**config.mk**
```make
export PLATFORM = sky130hd
export DESIGN_NAME = lsu_axi_master
export DESIGN_NICKNAME = d
export VERILOG_FILES = /design/src/rtl/lsu_axi_master.sv
export SDC_FILE = /design/constraint.sdc
export NUM_CORES = 1
export LEC_CHECK = 0
export ABC_CLOCK_PERIOD_IN_PS = 3720
export CAP_MARGIN = 10
export CORE_MARGIN = 3
export CORE_UTILIZATION = 30
export CTS_CLUSTER_DIAMETER = 30
export DETAILED_ROUTE_END_ITERATION = 7
export PLACE_DENSITY = 0.66
export SKIP_CTS_REPAIR_TIMING = 1
export SLEW_MARGIN = 20
export SYNTH_ARGS = -nofsm -noshare
export SYNTH_HDL_FRONTEND = slang
export SYNTH_SLANG_ARGS = --single-unit
```
**constraint.sdc**
```tcl
create_clock -name clk -period 3.72 [get_ports clk]
set_input_delay 0.744 -clock clk [delete_from_list [all_inputs] [get_ports clk]]
set_output_delay 0.744 -clock clk [all_outputs]
set_load 0.02 [all_outputs]
```
**src/rtl/lsu_axi_master.sv**
```systemverilog
// Load/store sequencer: one request at a time onto AXI4-Lite read and write channels,
// with misalignment detection, byte-lane steering and sign/zero extension of load data.
module lsu_axi_master #(
    parameter  int ADDR_W = 32,
    parameter  int DATA_W = 32,
    localparam int STRB_W = DATA_W / 8
) (
    input  logic              clk,
    input  logic              rst,
    input  logic              req_valid,
    output logic              req_ready,
    input  logic              req_we,
    input  logic [ADDR_W-1:0] req_addr,
    input  logic [1:0]        req_size,
    input  logic              req_unsigned,
    input  logic [DATA_W-1:0] req_wdata,
    output logic              resp_valid,
    output logic [DATA_W-1:0] resp_rdata,
    output logic [1:0]        resp_err,
    output logic              mem_arvalid,
    input  logic              mem_arready,
    output logic [ADDR_W-1:0] mem_araddr,
    input  logic              mem_rvalid,
    output logic              mem_rready,
    input  logic [DATA_W-1:0] mem_rdata,
    input  logic [1:0]        mem_rresp,
    output logic              mem_awvalid,
    input  logic              mem_awready,
    output logic [ADDR_W-1:0] mem_awaddr,
    output logic              mem_wvalid,
    input  logic              mem_wready,
    output logic [DATA_W-1:0] mem_wdata,
    output logic [STRB_W-1:0] mem_wstrb,
    input  logic              mem_bvalid,
    output logic              mem_bready,
    input  logic [1:0]        mem_bresp
);

    // state   | meaning
    // IDLE    | waiting for a request, req_ready high
    // RD_ADDR | AR valid, waiting for arready
    // RD_DATA | R ready, waiting for rvalid
    // WR_REQ  | AW and W valid, each dropping after its own handshake
    // WR_RESP | B ready, waiting for bvalid
    // DONE    | one-cycle response pulse
    localparam logic [2:0] IDLE    = 3'd0;
    localparam logic [2:0] RD_ADDR = 3'd1;
    localparam logic [2:0] RD_DATA = 3'd2;
    localparam logic [2:0] WR_REQ  = 3'd3;
    localparam logic [2:0] WR_RESP = 3'd4;
    localparam logic [2:0] DONE    = 3'd5;

    localparam int OFF_W = $clog2(STRB_W);

    logic [2:0]        state_q, state_d;
    logic              req_ready_q, req_ready_d;
    logic [ADDR_W-1:0] addr_q, addr_d;
    logic [1:0]        size_q, size_d;
    logic              uns_q, uns_d;
    logic [DATA_W-1:0] wdata_q, wdata_d;
    logic [STRB_W-1:0] wstrb_q, wstrb_d;
    logic [DATA_W-1:0] rdata_q, rdata_d;
    logic [1:0]        err_q, err_d;
    logic              aw_done_q, aw_done_d;
    logic              w_done_q, w_done_d;

    logic [OFF_W-1:0]  req_off;
    logic              req_misal;
    logic [STRB_W-1:0] strb_base;
    logic [DATA_W-1:0] req_wdata_al;
    logic [STRB_W-1:0] req_wstrb_al;

    logic [OFF_W-1:0]  rd_off;
    logic [DATA_W-1:0] rd_shift;
    logic [DATA_W-1:0] rd_mask;
    logic              rd_sign;
    logic [DATA_W-1:0] rd_ext;

    assign req_off = req_addr[OFF_W-1:0];

    always_comb begin
        req_misal = 1'b0;
        strb_base = '0;
        case (req_size)
            2'd0: begin
                req_misal = 1'b0;
                strb_base = STRB_W'(1'b1);
            end
            2'd1: begin
                req_misal = req_addr[0];
                strb_base = STRB_W'(2'b11);
            end
            2'd2: begin
                req_misal = |req_addr[1:0];
                strb_base = STRB_W'(4'hF);
            end
            default: begin
                // dword only exists on a 64-bit bus
                req_misal = (DATA_W == 32) || (|req_addr[2:0]);
                strb_base = '1;
            end
        endcase
        req_wdata_al = req_wdata << {req_off, 3'b000};
        req_wstrb_al = strb_base << req_off;
    end

    assign rd_off   = addr_q[OFF_W-1:0];
    assign rd_shift = mem_rdata >> {rd_off, 3'b000};

    always_comb begin
        rd_mask = '1;
        rd_sign = 1'b0;
        case (size_q)
            2'd0: begin
                rd_mask = DATA_W'(8'hFF);
                rd_sign = rd_shift[7];
            end
            2'd1: begin
                rd_mask = DATA_W'(16'hFFFF);
                rd_sign = rd_shift[15];
            end
            2'd2: begin
                rd_mask = DATA_W'(32'hFFFF_FFFF);
                rd_sign = rd_shift[31];
            end
            default: begin
                rd_mask = '1;
                rd_sign = rd_shift[DATA_W-1];
            end
        endcase
        rd_ext = (rd_shift & rd_mask) | ((rd_sign && !uns_q) ? ~rd_mask : '0);
    end

    always_comb begin
        state_d   = state_q;
        addr_d    = addr_q;
        size_d    = size_q;
        uns_d     = uns_q;
        wdata_d   = wdata_q;
        wstrb_d   = wstrb_q;
        rdata_d   = rdata_q;
        err_d     = err_q;
        aw_done_d = aw_done_q;
        w_done_d  = w_done_q;
        case (state_q)
            IDLE: begin
                if (req_valid && req_ready_q) begin
                    addr_d    = req_addr;
                    size_d    = req_size;
                    uns_d     = req_unsigned;
                    wdata_d   = req_wdata_al;
                    wstrb_d   = req_wstrb_al;
                    rdata_d   = '0;
                    aw_done_d = 1'b0;
                    w_done_d  = 1'b0;
                    if (req_misal) begin
                        err_d   = 2'b01;
                        state_d = DONE;
                    end else begin
                        err_d   = 2'b00;
                        state_d = req_we ? WR_REQ : RD_ADDR;
                    end
                end
            end
            RD_ADDR: begin
                if (mem_arready) state_d = RD_DATA;
            end
            RD_DATA: begin
                if (mem_rvalid) begin
                    if (mem_rresp != 2'b00) begin
                        err_d   = 2'b10;
                        rdata_d = '0;
                    end else begin
                        rdata_d = rd_ext;
                    end
                    state_d = DONE;
                end
            end
            WR_REQ: begin
                // move on only once both handshakes are already recorded
                if (aw_done_q && w_done_q) begin
                    state_d = WR_RESP;
                end else begin
                    if (mem_awready && !aw_done_q) aw_done_d = 1'b1;
                    if (mem_wready && !w_done_q) w_done_d = 1'b1;
                end
            end
            WR_RESP: begin
                if (mem_bvalid) begin
                    if (mem_bresp != 2'b00) err_d = 2'b10;
                    state_d = DONE;
                end
            end
            DONE: begin
                state_d   = IDLE;
                addr_d    = '0;
                size_d    = '0;
                uns_d     = 1'b0;
                wdata_d   = '0;
                wstrb_d   = '0;
                rdata_d   = '0;
                err_d     = 2'b00;
                aw_done_d = 1'b0;
                w_done_d  = 1'b0;
            end
            default: state_d = IDLE;
        endcase
        req_ready_d = (state_d == IDLE);
    end

    always_ff @(posedge clk or negedge rst) begin
        if (!rst) begin
            state_q     <= IDLE;
            req_ready_q <= 1'b0;
            addr_q      <= '0;
            size_q      <= '0;
            uns_q       <= 1'b0;
            wdata_q     <= '0;
            wstrb_q     <= '0;
            rdata_q     <= '0;
            err_q       <= 2'b00;
            aw_done_q   <= 1'b0;
            w_done_q    <= 1'b0;
        end else begin
            state_q     <= state_d;
            req_ready_q <= req_ready_d;
            addr_q      <= addr_d;
            size_q      <= size_d;
            uns_q       <= uns_d;
            wdata_q     <= wdata_d;
            wstrb_q     <= wstrb_d;
            rdata_q     <= rdata_d;
            err_q       <= err_d;
            aw_done_q   <= aw_done_d;
            w_done_q    <= w_done_d;
        end
    end

    assign req_ready   = req_ready_q;
    assign resp_valid  = (state_q == DONE);
    assign resp_rdata  = rdata_q;
    assign resp_err    = err_q;
    assign mem_arvalid = (state_q == RD_ADDR);
    assign mem_rready  = (state_q == RD_DATA);
    assign mem_araddr  = {addr_q[ADDR_W-1:OFF_W], {OFF_W{1'b0}}};
    assign mem_awaddr  = {addr_q[ADDR_W-1:OFF_W], {OFF_W{1'b0}}};
    assign mem_awvalid = (state_q == WR_REQ) && !aw_done_q;
    assign mem_wvalid  = (state_q == WR_REQ) && !w_done_q;
    assign mem_wdata   = wdata_q;
    assign mem_wstrb   = wstrb_q;
    assign mem_bready  = (state_q == WR_RESP);

endmodule
```
==> results.sh <==
export IMPL_synth_fa_ha_area_frac=0
export IMPL_cellLeakagePower_nw=3.63
export IMPL_crit_type="reg -> out"
export IMPL_synth_xor_area_frac=0
export IMPL_std_cell_rows=50
export IMPL_clockPowerShare=0.176
export IMPL_drt_wirelength_per_cell_microns=17.2
export IMPL_antenna_found_initial=0
export IMPL_ys_ff_latch=111
export IMPL_grt_usage=0.162
export IMPL_cts_tree="done"
export IMPL_cp_num_buf_inv=2
export IMPL_layout_common_cells="clkdlybuf4s50_1, dfrtp_1, nand2_1"
export IMPL_p_int_mw=3.89
export IMPL_cts_buffers=9
export IMPL_io_pins=253
export IMPL_netlist_area_sq_um=5790
export IMPL_crit_path_max_fanout=20
export IMPL_clk_latency_ns=0.35
export IMPL_slew_headroom=0.373
export IMPL_hold_class="in -> async"
export IMPL_grt_setup_unrepaired="no"
export IMPL_drc=0
export IMPL_hpwl_mm=12.6
export IMPL_diodes=0
export IMPL_first_pass_iters=4
export IMPL_ant_nets=0
export IMPL_pre_cts_slack_ns=0.766
export IMPL_fin_crit_sh=0.861
export IMPL_swShare=0.398
export IMPL_start_kind="register"
export IMPL_synth_cell_types=42
export IMPL_synthFlopType="dfrtp_1"
export IMPL_seqPwrFrac=0.313
export IMPL_grt_max_degree=112
export IMPL_finalPower_mw=6.46
export IMPL_setup_ws_ns=0.517
export IMPL_grt_pass1_wl_mm=27.7
export IMPL_final_max_slew_violation_count=0
export IMPL_grt_pass1_vias=4804
export IMPL_synth_edf_count=0
export IMPL_layout_commonest_cell="clkdlybuf4s50_1"
export IMPL_synthMuxAreaShare=0.0901
export IMPL_synthCells=588
export IMPL_post_route_min_period_ns=3.20
export IMPL_status="complete, no violations"
export IMPL_overflow=0
export IMPL_reg2reg_from="addr_q[1]"
export IMPL_tns_ns=0
export IMPL_initial_utilization=0.308
export IMPL_cts_root_buffer="clkbuf_16"
export IMPL_design_area_sq_um=8410
export IMPL_area_delta_synth_final_pct=45.2
export IMPL_final_cells=1021
export IMPL_cts_sinks=111
export IMPL_core_sq_um=18800
export IMPL_slowest_delay_ns=0.69
export IMPL_power_density_nw_per_um2=768
export IMPL_io_buffers=248
export IMPL_viasPerCell=4.76
export IMPL_utilization=0.447
export IMPL_cp_required_ns=2.98
export IMPL_cap_violations=0
export IMPL_drt_iter0_drc=256
export IMPL_totalWireLength_mm=17.6
export IMPL_finClkSkew_ns=0.00994
export IMPL_timing_fmax_ghz=0.312
export IMPL_placed_area_sq_um=8040
export IMPL_cts_htree_levels=3
export IMPL_ir_drop_mv=0.380
export IMPL_post_place_cells=1004
export IMPL_cp_end_kind="output pin"
export IMPL_yosys_warnings=0
export IMPL_critical_path_top_delay_family="buffers and inverters"
export IMPL_fillers=1798
export IMPL_switchingPower_mw=2.57
export IMPL_drive_gt1_frac=0.0933
export IMPL_postSynthAreaPerCell_sq_um=9.85
export IMPL_arrival_ns=2.46
export IMPL_worstMarginPinSlew_ns=0.933
export IMPL_vias=4865
export IMPL_hold_viol_final=0
export IMPL_yosys_area_share_simple=0.153
export IMPL_finalSetupViolCount=0
export IMPL_crit_chain="nand2b_1, or2_2, inv_1, clkdlybuf4s50_1"
export IMPL_die_area_sq_um=21000
export IMPL_synth_compound_area_frac=0.158
export IMPL_clkSlewWorstSetupHoldPaths_ns=0.08
export IMPL_clock_path_buffers=2
export IMPL_gp_congestion=0.816
export IMPL_combPwrFrac=0.512
export IMPL_synth_top_family_by_area="compound AO/OA/AOI/OAI gates"
export IMPL_hold_slack_ns=0.455
export IMPL_r2r_end="resp_rdata[23]"
export IMPL_die_y_microns=145
export IMPL_die_w_microns=145
export IMPL_r2r_slack_ns=1.08
export IMPL_reg2regPathDepth=5
export IMPL_crit_slowest_cell="clkdlybuf4s50_1"
export IMPL_async_reset_ff_frac=1.00
export IMPL_ys_seq_area_frac=0.480
export IMPL_final_nets=868
-- area by class of cell --
type	count	area [sq um]	area share
Sequential cell	111	2780	0.330
Clock inverter	7	126	0.0150
Multi-Input combinational cell	369	2350	0.280
Inverter	7	26.3	0.00312
Clock buffer	9	225	0.0268
Tap cell	260	325	0.0387
Timing Repair Buffer	258	2570	0.306
-- per-layer routing --
metal / vias to the layer above / part of all wire / GRT usage
met5: - / 0 / 0
met4: 0 / 0.017 / 0.0499
met3: 18 / 0.068 / 0.0403
met2: 172 / 0.46 / 0.253
met1: 2330 / 0.45 / 0.223
li1: 2345 / - / -
-- power groups by stage --
stage	sequential [mW]	clock [mW]	combinational (mW)
floorplan	2.26	0	1.85
global placement	2.03	0	3.28
detailed placement	2.03	0	3.32
CTS	2.02	1.17	3.33
global route	2.08	1.22	3.53
finish	2.02	1.14	3.30
-- cells in the mapped netlist (4+ instances only) --
cell,number,share of area
a221o_2,9,0.018
nand2_1,97,0.063
dfrtp_1,111,0.48
a22o_1,17,0.026
inv_1,7,0.0045
mux2i_1,24,0.041
buf_4,64,0.083
a221o_1,11,0.019
o2bb2ai_1,16,0.024
clkbuf_1,25,0.016
mux2_2,23,0.045
nor3_1,5,0.0043
a21oi_1,18,0.016
buf_2,11,0.0095
o21ai_0,24,0.021
o211ai_1,10,0.013
nor2b_1,4,0.0043
nand3_1,49,0.042
or2_2,5,0.0054
nor2_1,24,0.016
-- worst max-delay path by stage --
stage / startpoint / to / slack (ns) / cells past startpoint
after floorplan: state_q[2] / mem_bready / 1.70 / 2
after global placement: mem_rresp[1] / resp_rdata[26] / 0.84 / 5
after detailed placement: mem_rresp[1] / resp_rdata[28] / 0.77 / 5
after CTS: state_q[1] / resp_valid / 0.51 / 4
after global routing: state_q[1] / resp_valid / 0.38 / 4
final: state_q[1] / resp_valid / 0.52 / 4
-- flip-flops by register name (all words and copies together) (netlist names), 2 cells and up --
signal      count
state_q         3
size_q          2
resp_err        2
resp_rdata     32
mem_wdata      32
mem_wstrb       4
addr_q         32
-- kinds of logic (layout without fill, tap and decap cells) --
logic type             count (synthesis)  after routing
DFF                                  111            111
and+or+nand+nor                      199            199
other                                  1              4
buffers and inverters                111            281
AOI/OAI and AO/OA                    118            118
muxes                                 48             48
(Power assumes the default switching activity.)
